<file path="config.mk">
export PLATFORM = sky130hd
export DESIGN_NAME = load_store_unit
export DESIGN_NICKNAME = d
export VERILOG_FILES = /design/src/rtl/load_store_unit.sv
export SDC_FILE = /design/constraint.sdc
export NUM_CORES = 1
export LEC_CHECK = 0
export BUFFER_PORTS_ARGS = -buffer_cell sky130_fd_sc_hd__buf_2
export CAP_MARGIN = 15
export CORE_AREA = 4 4 108 135
export CTS_BUF_LIST = sky130_fd_sc_hd__clkbuf_4 sky130_fd_sc_hd__clkbuf_8 sky130_fd_sc_hd__clkbuf_16
export DETAILED_ROUTE_END_ITERATION = 10
export DIE_AREA = 0 0 112 139
export PLACE_DENSITY = 0.75
export REMOVE_ABC_BUFFERS = 1
export SYNTH_ARGS = -nofsm -noshare
export SYNTH_HDL_FRONTEND = slang
export SYNTH_SLANG_ARGS = --single-unit
</file>
<file path="constraint.sdc">
create_clock -name clk -period 3.7 [get_ports clk]
set_input_delay 0.185 -clock clk [delete_from_list [all_inputs] [get_ports clk]]
set_output_delay 0.185 -clock clk [all_outputs]
set_load 0.005 [all_outputs]
</file>
<file path="src/rtl/load_store_unit.sv">
// Load/store unit: one access at a time, byte/half/word lane steering and load formatting.
// Optional REQ-state watchdog enabled by defining LSU_TIMEOUT_EN.
module load_store_unit #(
    parameter int TIMEOUT_CYCLES = 16
) (
    input  logic        clk,
    input  logic        reset,
    input  logic        start_i,
    input  logic        we_i,
    input  logic [2:0]  funct3_i,
    input  logic [31:0] addr_i,
    input  logic [31:0] wdata_i,
    output logic        mem_req_o,
    output logic        mem_we_o,
    output logic [31:0] mem_addr_o,
    output logic [3:0]  mem_be_o,
    output logic [31:0] mem_wdata_o,
    input  logic        mem_ack_i,
    input  logic [31:0] mem_rdata_i,
    output logic [31:0] load_data_o,
    output logic        done_o,
    output logic        busy_o,
    output logic        fault_o
);
    typedef enum logic [1:0] {IDLE, REQ, DONE, FAULT} state_t;

    state_t     state;
    logic [2:0] funct3_q;
    logic [1:0] off_q;
    logic       we_q;

    if (TIMEOUT_CYCLES < 1) begin : g_param_check
        $error("TIMEOUT_CYCLES must be at least 1");
    end

`ifdef LSU_TIMEOUT_EN
    localparam int CW = $clog2(TIMEOUT_CYCLES + 1);
    logic [CW-1:0] tcnt;
`endif

    function automatic logic illegal(input logic [2:0] f);
        return (f == 3'b011) || (f[2:1] == 2'b11);
    endfunction

    function automatic logic misaligned(input logic [2:0] f, input logic [1:0] a);
        case (f[1:0])
            2'b01:   return a[0];
            2'b10:   return a != 2'b00;
            default: return 1'b0;
        endcase
    endfunction

    function automatic logic [3:0] byte_en(input logic [2:0] f, input logic [1:0] a);
        case (f[1:0])
            2'b00:   return 4'b0001 << a;
            2'b01:   return a[1] ? 4'b1100 : 4'b0011;
            default: return 4'b1111;
        endcase
    endfunction

    function automatic logic [31:0] lane_data(input logic [2:0] f, input logic [31:0] d);
        case (f[1:0])
            2'b00:   return {4{d[7:0]}};
            2'b01:   return {2{d[15:0]}};
            default: return d;
        endcase
    endfunction

    // Extract the addressed lane and extend according to the signed/unsigned variant.
    function automatic logic [31:0] fmt_load(input logic [2:0] f, input logic [1:0] a,
                                             input logic [31:0] rd);
        logic [7:0]  b;
        logic [15:0] h;
        b = rd[8*a +: 8];
        h = a[1] ? rd[31:16] : rd[15:0];
        case (f)
            3'b000:  return {{24{b[7]}}, b};
            3'b100:  return {24'b0, b};
            3'b001:  return {{16{h[15]}}, h};
            3'b101:  return {16'b0, h};
            default: return rd;
        endcase
    endfunction

    always_ff @(posedge clk or posedge reset) begin
        if (reset) begin
            state       <= IDLE;
            funct3_q    <= 3'b0;
            off_q       <= 2'b0;
            we_q        <= 1'b0;
            mem_req_o   <= 1'b0;
            mem_we_o    <= 1'b0;
            mem_addr_o  <= 32'b0;
            mem_be_o    <= 4'b0;
            mem_wdata_o <= 32'b0;
            load_data_o <= 32'b0;
            done_o      <= 1'b0;
            busy_o      <= 1'b0;
            fault_o     <= 1'b0;
`ifdef LSU_TIMEOUT_EN
            tcnt        <= '0;
`endif
        end else begin
            done_o  <= 1'b0;
            fault_o <= 1'b0;
            case (state)
                IDLE: if (start_i) begin
                    funct3_q <= funct3_i;
                    off_q    <= addr_i[1:0];
                    we_q     <= we_i;
                    busy_o   <= 1'b1;
                    if (illegal(funct3_i) || misaligned(funct3_i, addr_i[1:0])) begin
                        state   <= FAULT;
                        fault_o <= 1'b1;
                    end else begin
                        state       <= REQ;
                        mem_req_o   <= 1'b1;
                        mem_we_o    <= we_i;
                        mem_addr_o  <= {addr_i[31:2], 2'b00};
                        mem_be_o    <= byte_en(funct3_i, addr_i[1:0]);
                        mem_wdata_o <= lane_data(funct3_i, wdata_i);
`ifdef LSU_TIMEOUT_EN
                        tcnt        <= '0;
`endif
                    end
                end
                REQ: if (mem_ack_i) begin
                    state     <= DONE;
                    done_o    <= 1'b1;
                    mem_req_o <= 1'b0;
                    mem_we_o  <= 1'b0;
                    if (!we_q)
                        load_data_o <= fmt_load(funct3_q, off_q, mem_rdata_i);
                end
`ifdef LSU_TIMEOUT_EN
                // Abort once the request has waited TIMEOUT_CYCLES cycles without ack.
                else if (tcnt == CW'(TIMEOUT_CYCLES - 1)) begin
                    state     <= FAULT;
                    fault_o   <= 1'b1;
                    mem_req_o <= 1'b0;
                    mem_we_o  <= 1'b0;
                end else begin
                    tcnt <= tcnt + 1'b1;
                end
`endif
                DONE, FAULT: begin
                    state  <= IDLE;
                    busy_o <= 1'b0;
                end
                default: state <= IDLE;
            endcase
        end
    end
endmodule

</file>
==> results.sh <==
export IMPL_placed_area_um2=6120
export IMPL_cpMaxStageDelayCell="buf_4"
export IMPL_dp_hpwl_um=10500
export IMPL_ff2ff_path_depth=4
export IMPL_crit_arrival_ns=2.71
export IMPL_drc_errors=0
export IMPL_grt_max_degree=86
export IMPL_criticalPathCategory="in2reg"
export IMPL_syn_inst=455
export IMPL_cts_root_buf="clkbuf_16"
export IMPL_crit_path_cell_trace="buf_2, inv_1, ha_1, o211ai_1, nand4b_4, buf_4, mux2_2"
export IMPL_max_stage_delay_ns=0.69
export IMPL_layout_drive_gt1_share_pct=43.5
export IMPL_cts_buffers=9
export IMPL_place_congestion=0.866
export IMPL_syn2layout_area_growth_pct=28.9
export IMPL_required_ns=3.93
export IMPL_fin_crit_ns=2.49
export IMPL_syn_avg_cell_area_um2=10.9
export IMPL_crit_path_start="funct3_i[1]"
export IMPL_critPathMaxFanout=85
export IMPL_cts_buffer_depth=2
export IMPL_design_area_um2=6420
export IMPL_antenna_cells=0
export IMPL_async_flop_share_pct=100
export IMPL_powerDensity_nw_per_um2=787
export IMPL_die_w_um=112
export IMPL_tritoncts="yes"
export IMPL_crit_path_end_kind="flop"
export IMPL_ys_types=45
export IMPL_dr_pass1_iters=5
export IMPL_grt_pass1_wl_um=22100
export IMPL_ant_nets=0
export IMPL_drt_wirelength_per_cell_um=17.0
export IMPL_synth_edf_count=0
export IMPL_synth_most_common_cell="dfrtp_1"
export IMPL_final_setup_viol_count=0
export IMPL_timing_fmax_ghz=0.402
export IMPL_clkLatencyLatePin_ns=0.34
export IMPL_yosysSeqAreaShare_pct=55.8
export IMPL_p_leak_nw=3.14
export IMPL_crit_path_end="mem_addr_o[29]"
export IMPL_outcome="finished clean"
export IMPL_ys_flop_type="dfrtp_1"
export IMPL_reg2reg_to="load_data_o[7]"
export IMPL_gr_usage_all_layers_pct=17.4
export IMPL_r2r_slack_ns=1.34
export IMPL_synth_common_cells="111 x dfrtp_1, 57 x nand2_1, 45 x mux2_2"
export IMPL_dieArea_um2=15600
export IMPL_die_height_um=139
export IMPL_reg2reg_from="funct3_q[1]"
export IMPL_yosysTopAreaCellShare_pct=55.8
export IMPL_wl_um=14000
export IMPL_tightest_slew_ns=1.13
export IMPL_slew_viol_final=0
export IMPL_antenna_found_initial=0
export IMPL_grt_pass1_vias=4389
export IMPL_maxSlewHeadroom_pct=24.3
export IMPL_rows=47
export IMPL_overflow=0
export IMPL_num_vias=4306
export IMPL_postCtsSetupRepairBufs=0
export IMPL_h_tree_depth=3
export IMPL_ys_ff_latch=111
export IMPL_first_iter_violations=448
export IMPL_period_share_pct=67.2
export IMPL_start_kind="primary input"
export IMPL_synth_cell_area_um2=4980
export IMPL_start_util_pct=37.6
export IMPL_clkSinkCount=111
export IMPL_design_portCount=209
export IMPL_rsz0062_at_grt="false"
export IMPL_max_cap_viol_count=0
export IMPL_clk_transition_reported_paths_ns=0.08
export IMPL_synthTopCellsByArea="dfrtp_1 56%, mux2_2 10%, nand2_1 4.3%, o21ai_0 4.2%, a21oi_1 4.1%"
export IMPL_final_nets=754
export IMPL_ys_warn_count=0
export IMPL_core_um2=13200
export IMPL_fin_tns_setup_ns=0
export IMPL_min_delay_path_class="in2reg"
export IMPL_fin_skew_ns=0.00837
export IMPL_yosysTopAreaCell="dfrtp_1"
export IMPL_hold_viol=0
export IMPL_ir_drop_mv=0.342
export IMPL_portBuffers=206
export IMPL_power_mw=5.05
export IMPL_routed_via_density=5.24
logic make-up after synthesis:
logic type	after synthesis	share of synthesized area, %
AOI/OAI and AO/OA	122	15.0
DFF	111	55.8
adders and majority gates	4	1.01
buffers and inverters	43	3.90
other	1	0.0753
and+or+nand+nor	118	11.6
muxes	56	12.6
routing by layer:
layer	vias up	share of wire, %	routed length (µm)	GRT usage [%]
li1	1983	-	-	-
met1	2096	39	5420	20.2
met2	209	50	7010	31.0
met3	18	9.4	1320	5.41
met4	0	1.8	255	4.75
met5	-	0	0	0
flip-flops by register name, indices dropped and copies added, names as in the netlist:
| register | count |
|---|---|
| fault_o | 1 |
| mem_we_o | 1 |
| we_q | 1 |
| funct3_q | 3 |
| mem_be_o | 4 |
| mem_wdata_o | 32 |
| mem_req_o | 1 |
| load_data_o | 32 |
| busy_o | 1 |
| done_o | 1 |
| state | 2 |
| off_q | 2 |
| mem_addr_o | 30 |
timing repair:
item                                   CTS  global route
endpoints found under the hold margin   52             0
gates resized for setup                  0             0
hold buffers                             1             0
through the flow:
| step | utilization, % | instances | worst slack [ns] | hold WS, ns |
|---|---|---|---|---|
| 5_1_grt | 48.5 | 822 | 1.05 | 0.0638 |
| 4_1_cts | 48.5 | 822 | 1.23 | 0.0576 |
| 3_5_place_dp | 46.3 | 805 | 0.860 | 0.344 |
| 6_report | 48.5 | 822 | 1.21 | 0.0690 |
| 3_3_place_gp | 46.3 | 805 | 0.951 | 0.323 |
| 2_1_floorplan | - | 423 | 0.584 | 0.323 |
how the worst min path moves through the flow:
| stage | startpoint | end | slack (ns) | cells past startpoint |
|---|---|---|---|---|
| floorplan | mem_rdata_i[31] | load_data_o[31] | 0.32 | 2 |
| CTS | addr_i[8] | mem_addr_o[8] | 0.06 | 2 |
| global route | addr_i[4] | mem_addr_o[4] | 0.06 | 2 |
| global placement | reset | load_data_o[2] | 0.32 | 2 |
| detailed placement | reset | load_data_o[1] | 0.34 | 2 |
| finish | addr_i[8] | mem_addr_o[8] | 0.07 | 2 |
critical path, delay by kind of cell:
kind,cells,cell delay [ns]
buffers and inverters,3,1.04
AOI/OAI and AO/OA,1,0.27
adders and majority gates,1,0.49
muxes,1,0.42
and+or+nand+nor,1,0.24
layout by cell type (no fill, tap or decap), types with 8 or more instances in the layout:
cell type  instances
a21oi_1           41
a22o_1             8
a22oi_1            8
buf_2            206
clkbuf_16          9
dfrtp_1          111
inv_1              9
mux2_2            45
mux2i_1            9
nand2_1           57
nand3b_1           8
nor2_1            29
o21ai_0           42
layout make-up:
cell class | instances | area (µm²)
Clock buffer | 9 | 225
Clock inverter | 7 | 57.6
Fill cell | 1246 | 6810
Inverter | 10 | 40.0
Multi-Input combinational cell | 302 | 2020
Sequential cell | 111 | 2780
Tap cell | 171 | 214
Timing Repair Buffer | 212 | 1080
report_power, final:
part / total (mW) / switching (mW) / internal (mW)
logic: 1.89 / 0.925 / 0.964
registers: 2.23 / 0.425 / 1.81
clock network: 0.930 / 0.463 / 0.466
Note: power is estimated with default switching activity, not from simulation.
